File: src/rtl/shift_iter.sv
// shift_iter: iterative 16-bit shifter/rotator. It moves the operand one bit
// per clock under a start/done handshake. Its results match the combinational
// barrel-shifter for ROL, SLL, SRA and SRL.
module shift_iter (
  input  logic        clk,
  input  logic        rst,
  input  logic        start,
  input  logic [15:0] in,
  input  logic [3:0]  cnt,
  input  logic [1:0]  op,
  output logic        busy,
  output logic        done,
  output logic [15:0] out
);

  localparam int DATA_W = 16;

  localparam logic [1:0] OP_ROL = 2'b00;
  localparam logic [1:0] OP_SLL = 2'b01;
  localparam logic [1:0] OP_SRA = 2'b10;
  localparam logic [1:0] OP_SRL = 2'b11;

  typedef enum logic [1:0] {
    IDLE  = 2'b00,
    SHIFT = 2'b01,
    DONE  = 2'b10
  } state_t;

  state_t              state;
  logic [DATA_W-1:0]   work;
  logic [3:0]          rem;
  logic [1:0]          op_q;

  // One single-bit move of the working value for the captured operation.
  function automatic logic [DATA_W-1:0] step(input logic [DATA_W-1:0] w,
                                             input logic [1:0]        o);
    logic signed [DATA_W-1:0] ws;
    logic [DATA_W-1:0]        r;
    ws = w;
    case (o)
      OP_ROL:  r = {w[DATA_W-2:0], w[DATA_W-1]};
      OP_SLL:  r = {w[DATA_W-2:0], 1'b0};
      OP_SRA:  r = ws >>> 1;
      default: r = {1'b0, w[DATA_W-1:1]};
    endcase
    return r;
  endfunction

  // Control FSM and datapath registers. Reset clears everything so that a
  // discarded operation leaves no trace on out.
  always_ff @(posedge clk) begin
    if (rst) begin
      state <= IDLE;
      work  <= '0;
      rem   <= '0;
      op_q  <= OP_ROL;
    end else begin
      case (state)
        IDLE: begin
          if (start) begin
            work  <= in;
            rem   <= cnt;
            op_q  <= op;
            state <= (cnt == 4'd0) ? DONE : SHIFT;
          end
        end
        SHIFT: begin
          work <= step(work, op_q);
          rem  <= rem - 4'd1;
          if (rem == 4'd1) begin
            state <= DONE;
          end
        end
        DONE: begin
          state <= IDLE;
        end
        default: begin
          state <= IDLE;
        end
      endcase
    end
  end

  // Handshake outputs decode the state register only; there is no path from
  // inputs to outputs.
  always_comb begin
    busy = (state != IDLE);
    done = (state == DONE);
    out  = work;
  end

endmodule

File: config.mk
export PLATFORM = sky130hd
export DESIGN_NAME = shift_iter
export DESIGN_NICKNAME = d
export VERILOG_FILES = /design/src/rtl/shift_iter.sv
export SDC_FILE = /design/constraint.sdc
export NUM_CORES = 1
export LEC_CHECK = 0
export BUFFER_PORTS_ARGS = -buffer_cell sky130_fd_sc_hd__buf_4
export CAP_MARGIN = 10
export CORE_AREA = 2 2 45 68
export CTS_BUF_LIST = sky130_fd_sc_hd__clkbuf_4
export CTS_CLUSTER_SIZE = 16
export DETAILED_ROUTE_END_ITERATION = 12
export DIE_AREA = 0 0 47 70
export PLACE_DENSITY = 0.8
export SETUP_SLACK_MARGIN = 0.05
export SLEW_MARGIN = 25
export SYNTH_ARGS = -nofsm -noshare
export SYNTH_HDL_FRONTEND = slang
export SYNTH_SLANG_ARGS = --single-unit
File: constraint.sdc
create_clock -name clk -period 1.55 [get_ports clk]
set_input_delay 0 -clock clk [delete_from_list [all_inputs] [get_ports clk]]
set_output_delay 0 -clock clk [all_outputs]
set_load 0.01 [all_outputs]
==> out/metrics.yaml, run 1 <==
core_area_sq_um: 2760
netlist_area_sq_um: 1360
endpoint_kind: "register"
ys_seq_area_frac: 0.355
syn_area_per_cell_sq_um: 8.47
antenna_found_initial: 0
htree_levels: 1
rsz0062_at_grt: "false"
fmax_mhz: 775
status: "complete, no violations"
cts_sinks: 24
fp-row-count: 24
syn2layout_area_growth_pct: 39.9
grt_pass1_wl_um: 5950
ant_nets: 0
clock_tree.root_cell: "clkbuf_4"
wire_per_inst_um: 13.9
hp-class: "in2reg"
critPathBufInv: 1
portBuffers: 42
num_vias: 1361
gp_congestion: 0.907
fin_tns_setup_ns: 0
worst-endpoint-required_ns: 1.75
cts_tree: "built"
fin_ws_ns: 0.260
relSlewSlack: 0.694
ys_warn_count: 0
path_clk_slew_ns: 0.13
grt_overflow_total: 0
cp.arrival_ns: 1.49
reg2reg_slack_ns: 0.26
max_slew.worst_pin.slew_ns: 0.455
start_util: 0.490
fin_nets: 246
timing.final.crit_share: 0.832
post-cts-setup-buffers: 0
power.density_nw_per_um2: 807
drtPass1Iterations: 4
via_per_inst: 5.30
p_leak_nw: 0.764
drc: 0
place_hpwl_um: 2480
vdd_drop_max_uv: 559
cts_max_path_buffers: 2
cpMaxStageDelayCell: "dfxtp_2"
io-pin-count: 43
syn-num-nets: 187
diodes: 0
clock_skew_ns: 0.00306
min_period_ns: 1.29
startpoint_type: "register"
pre_cts_ws_ns: 0.240
maxCapViolations: 0
grt_pass1_vias: 1388
synthCells: 160
cts_made_buffers: 3
grt.total_usage: 0.237
drt_iter0_markers: 35
post_route_cells_drive_above_1_share: 0.266
synth-seq-cells: 24
path_max_fanout: 28
finalSetupViolCount: 0
dieArea_sq_um: 3290
synth.distinct_cells: 33
path_cells: "nand2b_1 > buf_4 > nor2_1 > a21oi_1 > o21ai_1"
grt_max_degree: 29
finalMaxSlewViolations: 0
die_w_um: 47
fp.dieH_um: 70
worstSetupPathType: "reg2reg"
clk_latency_ns: 0.31
finalHoldViolations: 0
crit_family: "flip-flops"
slowest_delay_ns: 0.42
final_cell_mix: "buf_4 (48), dfxtp_1 (23), nor2_1 (21), a21oi_1 (18), dlygate4sd3_1 (17)"
layout_commonest_cell: "buf_4"
drt_wl_total_um: 3560
## tightest hold or removal path, delay by kind of cell
family                 cells  cell delay, ns
AOI/OAI and AO/OA          1            0.06
buffers and inverters      1            0.09
and+or+nand+nor            1            0.12
## stage by stage
stage	util	power (mW)	cell area [sq um]	cells	hold WS, ns
3_3_place_gp	0.615	1.21	1700	236	0.238
5_1_grt	0.686	1.62	1900	257	0.00781
4_1_cts	0.686	1.54	1890	257	0.0115
6_report	0.686	1.53	1900	257	0.0106
2_1_floorplan	-	1.04	1360	160	0.147
3_5_place_dp	0.615	1.22	1700	236	0.251
## sequential cells by signal (all words and copies together) (netlist names)
signal and flops:
rem 4, state 2, op_q 2, out 16
## area by class of cell
type / count / area [sq um]
clock buffer: 3 / 22.5
clock inverter: 1 / 3.75
fill: 246 / 867
inverter: 5 / 18.8
multi-input combinational: 119 / 769
sequential: 24 / 482
tap: 39 / 48.8
timing repair buffer: 66 / 551
## power breakdown
group	total (mW)	switching [mW]	internal (mW)
clock	0.282	0.187	0.0940
combinational	0.507	0.242	0.264
sequential	0.742	0.0636	0.679
total	1.53	0.494	1.04
## synth_stat cells (all sizes together)
cell type	number	area share
a211oi	6	0.033
a21oi	18	0.066
a32oi	1	0.0065
and2b	1	0.0055
buf	9	0.055
clkbuf	3	0.0083
dfxtp	24	0.35
ha	2	0.018
inv	5	0.014
mux2i	16	0.12
nand2	6	0.017
nand2b	2	0.011
nand3b	14	0.078
nor2	22	0.066
nor2b	1	0.0046
nor3	4	0.015
nor3b	1	0.0092
nor4	1	0.0046
o211ai	1	0.0055
o21a	1	0.0055
o21ai	15	0.055
o21ba	1	0.012
o21bai	1	0.0055
o221ai	1	0.0065
o22ai	1	0.0046
o311ai	1	0.0065
or2	1	0.0065
xor2	1	0.0065
## cells by family (layout without fill, tap and decap cells)
logic type	count (synthesis)	after routing	share of synthesized area
AO/OA/AOI/OAI	47	47	0.208
XOR/XNOR	1	1	0.00646
adder cells (fa/ha/maj)	2	2	0.0185
buffers and inverters	17	75	0.0776
flip-flops	24	24	0.355
multiplexers	16	16	0.118
AND/OR/NAND/NOR	53	53	0.217
## repair_timing
| action | 4_1_cts | 5_1_grt |
|---|---|---|
| endpoints found under the setup margin | 0 | 2 |
| hold buffers | 17 | 0 |
| hold endpoints to repair | 21 | 0 |
| resized for setup | 0 | 1 |
## metal layers
metal | wire (um) | GRT usage
met4 | 40 | 0.0710
met1 | 1480 | 0.293
met2 | 1890 | 0.412
met5 | 0 | 0
met3 | 145 | 0.0181
## path summary, 6_finish.rpt
| kind | depth (start not counted) | startpoint | end |
|---|---|---|---|
| min | 3 | cnt[0] | rem[0] |
| max reg2reg | 5 | state[1] | out[7] |
| min reg2reg | 2 | out[0] | out[0] |
| max | 5 | state[1] | out[7] |
Power figures use the tool's default switching activity.
==> inputs of run 2 (changes only) <==
==> constraint.sdc (replaced) <==
create_clock -name clk -period 1.28 [get_ports clk]
set_input_delay 0 -clock clk [delete_from_list [all_inputs] [get_ports clk]]
set_output_delay 0 -clock clk [all_outputs]
set_load 0.01 [all_outputs]
==> out/metrics.yaml, run 2 (synthesized netlist as in run 1, its figures left out) <==
gp_congestion: 0.886  # was 0.907
dieArea_sq_um: 3290  # unchanged
p_leak_nw: 0.879  # was 0.764 nW
finalHoldViolations: 0  # unchanged
nFillCells: 183  # was 246
startpoint_type: "register"  # unchanged
grt_pass1_wl_um: 5840  # was 5950 um
combinationalPowerShare: 0.389  # was 0.331
clkPwrFrac: 0.165  # was 0.184
maxCapViolations: 0  # unchanged
htree_levels: 1  # unchanged
fp-row-count: 24  # unchanged
cts_max_path_buffers: 2  # unchanged
die_w_um: 47  # unchanged
power_frac_seq: 0.446  # was 0.485
hp-class: "in2reg"  # unchanged
drt_iter0_markers: 70  # was 35
finalMaxSlewViolations: 0  # unchanged
fp.dieH_um: 70  # unchanged
post_route_cells_drive_above_1_share: 0.376  # was 0.266
grt.total_usage: 0.233  # was 0.237
cp.arrival_ns: 1.55  # was 1.49 ns
grt_overflow_total: 0  # unchanged
clk_latency_ns: 0.31  # about the same
final_cell_area_sq_um: 2180  # was 1900 sq um
path_clk_slew_ns: 0.13  # about the same
hold_end: "rem[0]"  # unchanged
clock_skew_ns: 0.00644  # was 0.00306 ns
antenna_found_initial: 0  # unchanged
violations: "negative setup slack"
portBuffers: 42  # unchanged
drc: 0  # unchanged
endpoint_kind: "register"  # unchanged
r2r_cells: 5  # unchanged
netSwitchingFraction: 0.331  # was 0.322
clock_tree.root_cell: "clkbuf_4"  # unchanged
fmax_mhz: 760  # was 775 MHz
cp-startpoint: "state[0]"  # was state[1]
layout_commonest_cell: "buf_4"  # unchanged
hold_start: "cnt[0]"  # unchanged
cts_made_buffers: 3  # unchanged
core_area_sq_um: 2760  # unchanged
relSlewSlack: 0.711  # was 0.694
wire_per_inst_um: 16.7  # was 13.9 um
fin_ws_ns: -0.0366  # was 0.260 ns
max_slew.worst_pin.slew_ns: 0.429  # was 0.455 ns
pre_cts_ws_ns: 0.00198  # was 0.240 ns
start_util: 0.490  # unchanged
cts_tree: "built"  # unchanged
dpl_cell_area_sq_um: 1720  # was 1700 sq um
via_per_inst: 5.74  # was 5.30
ant_nets: 0  # unchanged
p_int_mw: 1.37  # was 1.04 mW
place_hpwl_um: 2450  # was 2480 um
status: "finished, violations left"  # was complete, no violations
final_cell_mix: "buf_4 (48), nor2_1 (20), dfxtp_1 (20), dlygate4sd3_1 (17), a21oi_1 (16)"  # was buf_4 (48), dfxtp_1 (23), nor2_1 (21), a21oi_1 (18), dlygate4sd3_1 (17)
grt_pass1_vias: 1318  # was 1388
cts_sinks: 24  # unchanged
finalSetupViolCount: 1  # was 0
timing.final.crit_share: 1.03  # was 0.832
path_max_fanout: 6  # was 28
p_switching_uw: 680  # was 494 uW
num_vias: 1539  # was 1361
hold_path_depth: 3  # unchanged
drtPass1Iterations: 4  # unchanged
fin_tns_setup_ns: -0.0366  # was 0 ns
worst-endpoint-required_ns: 1.51  # was 1.75 ns
drt_wl_total_um: 4470  # was 3560 um
power.density_nw_per_um2: 941  # was 807 nW/um^2
vdd_drop_max_uv: 794  # was 559 uV
rsz0062_at_grt: "true"  # was false
fin_nets: 257  # was 246
reg2reg_slack_ns: -0.04  # was 0.26 ns
grt_max_degree: 37  # was 29
min_period_ns: 1.32  # was 1.29 ns
crit-reg2reg-launch: "state[0]"  # was state[1]
io-pin-count: 43  # unchanged
worst_r2r_endpoint: "out[0]"  # was out[7]
holdWs_ns: 0.0324  # was 0.0106 ns
worstSetupPathType: "reg2reg"  # unchanged
largest_reg_flops: 16  # unchanged
syn2layout_area_growth_pct: 61.1  # was 39.9%
diodes: 0  # unchanged
fin_total_pwr_mw: 2.05  # was 1.53 mW
-- run 2: changes by cell type in the layout (fill, tap and decap cells not counted), sizes merged --
| cell | delta |
|---|---|
| clkbuf | +3 |
| buf | +8 |
-- run 2: cell type report --
| type | count | area, sq um | area share |
|---|---|---|---|
| multi-input combinational | 119 | 860 | 0.394 |
| timing repair buffer | 77 | 737 | 0.338 |
| sequential | 24 | 493 | 0.226 |
| tap | 39 | 48.8 | 0.0223 |
| clock buffer | 3 | 22.5 | 0.0103 |
| inverter | 5 | 18.8 | 0.00860 |
| clock inverter | 1 | 3.75 | 0.00172 |
-- run 2: timing repair --
| item | 4_1_cts | 5_1_grt |
|---|---|---|
| setup endpoints to repair | 5 | 13 |
| hold buffers | 17 | 0 |
| pin swaps | 1 | 6 |
| setup buffers | 2 | 4 |
| endpoints found under the hold margin | 18 | 0 |
| gates cloned | 0 | 4 |
| gates resized for setup | 2 | 29 |
-- run 2: power by group through the flow --
stage / Clock, mW / Sequential (mW) / Combinational (mW)
after global placement: 0 / 0.907 / 0.560
final: 0.339 / 0.917 / 0.799
after CTS: 0.344 / 0.894 / 0.647
after detailed placement: 0 / 0.911 / 0.575
after global routing: 0.379 / 0.924 / 0.847
after floorplan: 0 / 0.917 / 0.342
-- run 2: per-layer routing --
layer | GRT usage | vias to the layer above | share of wire
met5 | 0 | - | 0
met4 | 0.0710 | 0 | 0.024
met3 | 0.0207 | 18 | 0.066
met2 | 0.396 | 88 | 0.52
met1 | 0.298 | 724 | 0.38
li1 | - | 709 | -
-- run 2: stage by stage --
stage                     utilization  cells
after floorplan                     -    160
after global placement          0.622    237
after detailed placement        0.622    237
after CTS                       0.709    260
after global routing            0.790    268
final                           0.790    268
-- run 2: worst max-delay path by stage --
stage | end | slack, ns | cells past startpoint
after floorplan | op_q[0] | 0.11 | 5
after global placement | out[14] | 0.10 | 4
after detailed placement | rem[2] | 0.002 | 6
after CTS | out[15] | 0.01 | 5
after global routing | rem[0] | -0.06 | 5
final | out[0] | -0.04 | 5
-- run 2: worst max-delay path, cell delays in order (launching register included) --
cell and delay, ns:
dfxtp_4 0.40, buf_8 0.13, and2b_2 0.23, o311ai_4 0.08, o211ai_1 0.15, a21oi_1 0.24
